[src/rtl/rdy_vld_if.sv]
// Ready/valid stream bundle; dst is the consuming side.
interface rdy_vld_if #(
  parameter int unsigned DATA_W = 8
);
  logic              valid;
  logic              ready;
  logic [DATA_W-1:0] data;

  modport src (output valid, output data, input ready);
  modport dst (input valid, input data, output ready);
endinterface

[src/rtl/req_ack_if.sv]
// Req/ack stream bundle; src holds req and data until ack.
interface req_ack_if #(
  parameter int unsigned DATA_W = 8
);
  logic              req;
  logic              ack;
  logic [DATA_W-1:0] data;

  modport src (output req, output data, input ack);
  modport dst (input req, input data, output ack);
endinterface

[src/rtl/in_and_out_egress.sv]
// Egress FIFO behind inAndOut: absorbs the aOut ready/valid stream and re-issues
// items in order on a req/ack interface, with occupancy/transfer/error status.
module in_and_out_egress #(
  parameter int unsigned DEPTH  = 4,
  parameter int unsigned DATA_W = 8
) (
  input  logic                       clk,
  input  logic                       rst_n,
  rdy_vld_if.dst                     aIn,
  req_ack_if.src                     bOut,
  output logic [$clog2(DEPTH+1)-1:0] occupancy,
  output logic [15:0]                xferCount,
  output logic                       ackErr
);

  localparam int unsigned PTR_W  = $clog2(DEPTH);
  localparam int unsigned CNT_W  = $clog2(DEPTH + 1);
  localparam int unsigned XFER_W = 16;

  logic [DATA_W-1:0] mem_q [DEPTH];
  logic [PTR_W-1:0]  wr_ptr_q, wr_ptr_d;
  logic [PTR_W-1:0]  rd_ptr_q, rd_ptr_d;
  logic [CNT_W-1:0]  count_q, count_d;
  logic [XFER_W-1:0] xfer_q, xfer_d;
  logic              err_q, err_d;

  logic ready_c;
  logic req_c;
  logic push_c;
  logic pop_c;

  // Handshake decodes come only from the registered count, never from valid/ack.
  assign ready_c = (count_q != CNT_W'(DEPTH));
  assign req_c   = (count_q != CNT_W'(0));
  assign push_c  = aIn.valid & ready_c;
  assign pop_c   = req_c & bOut.ack;

  assign aIn.ready = ready_c;
  assign bOut.req  = req_c;
  // Gate the read mux so stale (unreset) storage never shows while empty.
  assign bOut.data = req_c ? mem_q[rd_ptr_q] : DATA_W'(0);

  assign occupancy = count_q;
  assign xferCount = xfer_q;
  assign ackErr    = err_q;

  always_comb begin
    wr_ptr_d = wr_ptr_q;
    rd_ptr_d = rd_ptr_q;
    count_d  = count_q;
    xfer_d   = xfer_q;
    err_d    = err_q;

    if (push_c) begin
      wr_ptr_d = wr_ptr_q + PTR_W'(1);
    end
    if (pop_c) begin
      rd_ptr_d = rd_ptr_q + PTR_W'(1);
      xfer_d   = xfer_q + XFER_W'(1);
    end

    unique case ({push_c, pop_c})
      2'b10:   count_d = count_q + CNT_W'(1);
      2'b01:   count_d = count_q - CNT_W'(1);
      default: count_d = count_q;
    endcase

    // An ack with no outstanding request is a consumer protocol violation.
    if (bOut.ack && !req_c) begin
      err_d = 1'b1;
    end
  end

  always_ff @(posedge clk or negedge rst_n) begin
    if (!rst_n) begin
      wr_ptr_q <= '0;
      rd_ptr_q <= '0;
      count_q  <= '0;
      xfer_q   <= '0;
      err_q    <= 1'b0;
    end else begin
      wr_ptr_q <= wr_ptr_d;
      rd_ptr_q <= rd_ptr_d;
      count_q  <= count_d;
      xfer_q   <= xfer_d;
      err_q    <= err_d;
    end
  end

  // Storage is intentionally left unreset; only the pointers define validity.
  always_ff @(posedge clk) begin
    if (push_c) begin
      mem_q[wr_ptr_q] <= aIn.data;
    end
  end

endmodule

[src/flat_wrapper.sv]
// flat-port wrapper written by rule: the top's interface ports become plain ports
module in_and_out_egress_flat 
#(
  parameter int unsigned DEPTH  = 4,
  parameter int unsigned DATA_W = 8
)
  (clk, rst_n, occupancy, xferCount, ackErr, aIn_valid, aIn_data, aIn_ready, bOut_req, bOut_data, bOut_ack);
  rdy_vld_if #(.DATA_W(DATA_W)) aIn_i ();
  req_ack_if #(.DATA_W(DATA_W)) bOut_i ();
  input  logic clk;
  input  logic rst_n;
  output logic [$clog2(DEPTH+1)-1:0] occupancy;
  output logic [15:0] xferCount;
  output logic ackErr;
  input wire logic [$bits(aIn_i.valid)-1:0] aIn_valid;
  input wire logic [$bits(aIn_i.data)-1:0] aIn_data;
  output wire logic [$bits(aIn_i.ready)-1:0] aIn_ready;
  output wire logic [$bits(bOut_i.req)-1:0] bOut_req;
  output wire logic [$bits(bOut_i.data)-1:0] bOut_data;
  input wire logic [$bits(bOut_i.ack)-1:0] bOut_ack;
  assign aIn_i.valid = aIn_valid;
  assign aIn_i.data = aIn_data;
  assign aIn_ready = aIn_i.ready;
  assign bOut_req = bOut_i.req;
  assign bOut_data = bOut_i.data;
  assign bOut_i.ack = bOut_ack;
  in_and_out_egress #(.DEPTH(DEPTH), .DATA_W(DATA_W)) u_core (.clk(clk), .rst_n(rst_n), .aIn(aIn_i), .bOut(bOut_i), .occupancy(occupancy), .xferCount(xferCount), .ackErr(ackErr));
endmodule
[config.mk]
export PLATFORM = sky130hd
export DESIGN_NAME = in_and_out_egress_flat
export DESIGN_NICKNAME = d
export VERILOG_FILES = /design/src/rtl/rdy_vld_if.sv /design/src/rtl/req_ack_if.sv /design/src/rtl/in_and_out_egress.sv /design/src/flat_wrapper.sv
export SDC_FILE = /design/constraint.sdc
export NUM_CORES = 1
export LEC_CHECK = 0
export CORE_UTILIZATION = 49
export CTS_BUF_LIST = sky130_fd_sc_hd__clkbuf_8
export DETAILED_ROUTE_END_ITERATION = 10
export PLACE_DENSITY_LB_ADDON = 0.25
export REMOVE_ABC_BUFFERS = 1
export SKIP_CTS_REPAIR_TIMING = 1
export SYNTH_ARGS = -nofsm -noshare
export SYNTH_HDL_FRONTEND = slang
export SYNTH_SLANG_ARGS = --single-unit
[constraint.sdc]
create_clock -name clk -period 1.8 [get_ports clk]
set_input_delay 0.18 -clock clk [delete_from_list [all_inputs] [get_ports clk]]
set_output_delay 0.18 -clock clk [all_outputs]
set_load 0.1 [all_outputs]
==> summary by stage <==
Yosys
The synthesis warning total is 0. By area the synthesized netlist is led by sky130_fd_sc_hd__edfxtp_1 41%, sky130_fd_sc_hd__dfrtp_1 25%, sky130_fd_sc_hd__mux4_2 7.6%, sky130_fd_sc_hd__xnor2_1 5.2%, sky130_fd_sc_hd__ha_1 3.2%. The top cell type by area accounts for 40.5% of the synthesized area. The library cell with the highest instance count after synthesis is sky130_fd_sc_hd__edfxtp_1. The share of synthesized area occupied by flip-flops and latches is 65.8%.

In this run the cell area of the synthesized design comes to 0.00237 mm^2. The fraction of synthesis flops using an asynchronous set or reset pin is 42.9%. The post-synthesis sequential element count is 56. The number of enable flip-flop cells after synthesis is 32. The count of mapped cells out of synthesis is 149. The number of different library cells used by synthesis comes to 28. The most used flip-flop cell after synthesis is sky130_fd_sc_hd__edfxtp_1.

Averaged over all synthesized cells, the footprint is 15.9 um^2. In the synthesized netlist, the cells that appear most often are 32 x sky130_fd_sc_hd__edfxtp_1, 24 x sky130_fd_sc_hd__dfrtp_1, 14 x sky130_fd_sc_hd__xnor2_1. Of all cell types, the one taking the most synthesized area is sky130_fd_sc_hd__edfxtp_1.

Global routing
The first global-routing pass estimated 7.05 mm of wire. The aggregate global routing overflow is 0. The initial antenna violation count is 0. Entering global routing, the biggest net connects 25 pins. The number of global-route vias before repair is 1473. The total global routing track utilization is 18.4%.

Route
The routed length on met1 is 1.85 mm. The final wirelength is 4.48 mm. The first-iteration detailed-routing DRC count is 63. The detail route stage leaves a number of antenna-violating nets equal to 0. The number of search-and-repair iterations in the first detailed-routing pass is 4.

The top routing layer in use is met4. The via-per-instance ratio is 5.31. The routed design uses 161 um of met3 wire. The met2 routed wirelength is 2.41 mm.

Dividing the detail-routed wire length by the instance count gives 16.9 um. The residual DRC count is 0. The routed layout has 1407 vias.

Setup path
The arrival time reported for the critical path endpoint is 1700 ps. The kind of launch point of the worst setup path is a flop. The critical path in this run is classified as reg -> out. At the worst endpoint, the required time is 1620 ps. The highest net fanout along the worst path is 5.

The kind of capture point of the worst setup path is a primary output.

Timing
For this run, the top clock speed supported by timing is 0.531 GHz. The count of final max-slew check failures is 0. Setup repair after global routing could not meet its margin everywhere. Headroom to the max-slew limit came out at 70.2%. Setup violations remaining at the end of the flow were counted as 9. Of the available clock period, the critical path in the final layout requires 105%. For the final database, setup skew stands at 11.7 ps.

The aggregate negative setup slack is -455 ps. The count of endpoints failing hold in the final timing report is 0. On the final layout, the worst hold slack is 219 ps. Setup slack on the critical path of the routed design comes to -82.5 ps. The shortest period the worst path allows is 1880 ps. At the pin with the least slew margin, the transition time is 447 ps.

Die
The die is 71.6 um tall. The area of the die is 0.00512 mm^2. The number of top-level pins is 42. For this configuration, the core starts out at a cell density of 52.7%. The placeable core area is 0.00450 mm^2. The die boundary width is 71.6 um.

The number of rows in the core area is 24.

Cells and area
After filler insertion, the fill cell instance count of the layout stands at 295. With fillers left out, the area of the finished cells amounts to 0.00320 mm^2. Across the whole layout, storage elements account for 0.00156 mm^2. The core utilization of the finished layout is 71.0%.

The multi-input gate area in the final layout is 786 um^2. After the last flow step, the layout net total stands at 231. The area growth from synthesis to layout is 34.9%. 0 antenna diodes ended up in the layout.

The share of final-layout standard cells stronger than drive strength 1 is 38.5%.

Clock tree
The tree is rooted in a sky130_fd_sc_hd__clkbuf_8. The tree built by TritonCTS fans out to 56 sinks. The clock latency of the later-clocked register in the worst-skew pair is 300 ps. Buffers inserted during clock tree synthesis total 5. TritonCTS built the clock tree. The clock transition at the registers of the reported paths is 100 ps.

The H-tree was split into 2 levels. In this run the deepest clock path goes through 2 buffers.

Place
The number of port buffers is 41. The half-perimeter wire length after detailed placement is 3.23 mm. The placed standard-cell area is 0.00298 mm^2. The congestion estimate from routability-driven global placement came to 0.901.

Status
The final reports fail on negative setup slack. The run finished, with violations left.

Job
Max-cap violations in this run came to 0.

Min path
The classification of the worst-slack hold path is in -> async.
-- final timing paths --
check | start | end | slack (ps) | cells after the start
setup reg to reg | u_core.occupancy[0] | u_core.occupancy[2] | -30 | 10
setup / recovery | u_core.rd_ptr_q[0] | bOut_data[3] | -80 | 4
hold / removal | rst_n | u_core.xferCount[15] | 220 | 2
hold reg to reg | u_core.ackErr | u_core.ackErr | 470 | 1
max in group asynchronous | rst_n | u_core.wr_ptr_q[0] | 1340 | 2
min in group clk | u_core.ackErr | u_core.ackErr | 470 | 1
-- worst max-delay path, cell delays in order (launching register included) --
cell and delay, ps:
sky130_fd_sc_hd__dfrtp_1 400, sky130_fd_sc_hd__buf_6 150, sky130_fd_sc_hd__mux4_2 530, sky130_fd_sc_hd__nor2b_4 160
sky130_fd_sc_hd__buf_12 160
-- routing by layer --
metal  up-vias  GRT usage [%]
li1        659              -
met1       706           22.1
met2        33           33.2
met3         9           4.22
met4         0           5.23
met5         -              0
-- placed cells by master (no fill, tap or decap), drive strengths merged --
cell type,instances
a21o,1
and2,1
and3,4
and4,2
buf,50
bufinv,2
clkbuf,5
clkdlybuf4s50,11
dfrtp,24
edfxtp,32
fa,1
ha,6
inv,9
mux2,2
mux2i,1
mux4,8
nand2,7
nand3,6
nand4,4
nor2,3
nor2b,9
nor3,2
nor3b,1
o31a,1
xnor2,15
xor2,6
-- flip-flops by register name (all words and copies together) (netlist names) --
signal	cells
u_core.ackErr	1
u_core.mem_q	32
u_core.occupancy	3
u_core.rd_ptr_q	2
u_core.wr_ptr_q	2
u_core.xferCount	16
-- layout make-up --
cell class,instances,share of cell area (%)
tap,52,2.03
sequential,56,48.8
clock buffer,5,2.15
inverter,8,1.02
clock inverter,3,1.99
timing repair buffer,61,19.4
multi-input combinational,80,24.6
-- cell families (layout without fill, tap and decap cells) --
logic type / Yosys count / count (layout) / synth area share, %
fa+ha+maj: 7 / 7 / 4.01
buf+inv: 13 / 77 / 2.74
simple gates: 39 / 39 / 9.70
mux: 11 / 11 / 8.97
flops: 56 / 56 / 65.8
compound gates: 2 / 2 / 0.686
xor+xnor: 21 / 21 / 8.07
-- metrics by stage --
stage / cells / worst slack (ps)
6_report: 265 / -82.5
5_1_grt: 265 / -145
4_1_cts: 261 / -109
3_5_place_dp: 253 / -190
3_3_place_gp: 253 / -102
2_1_floorplan: 144 / -1890
Power is not shown: default switching activity piles up to over one toggle a cycle in this logic, so the estimate is an artifact.
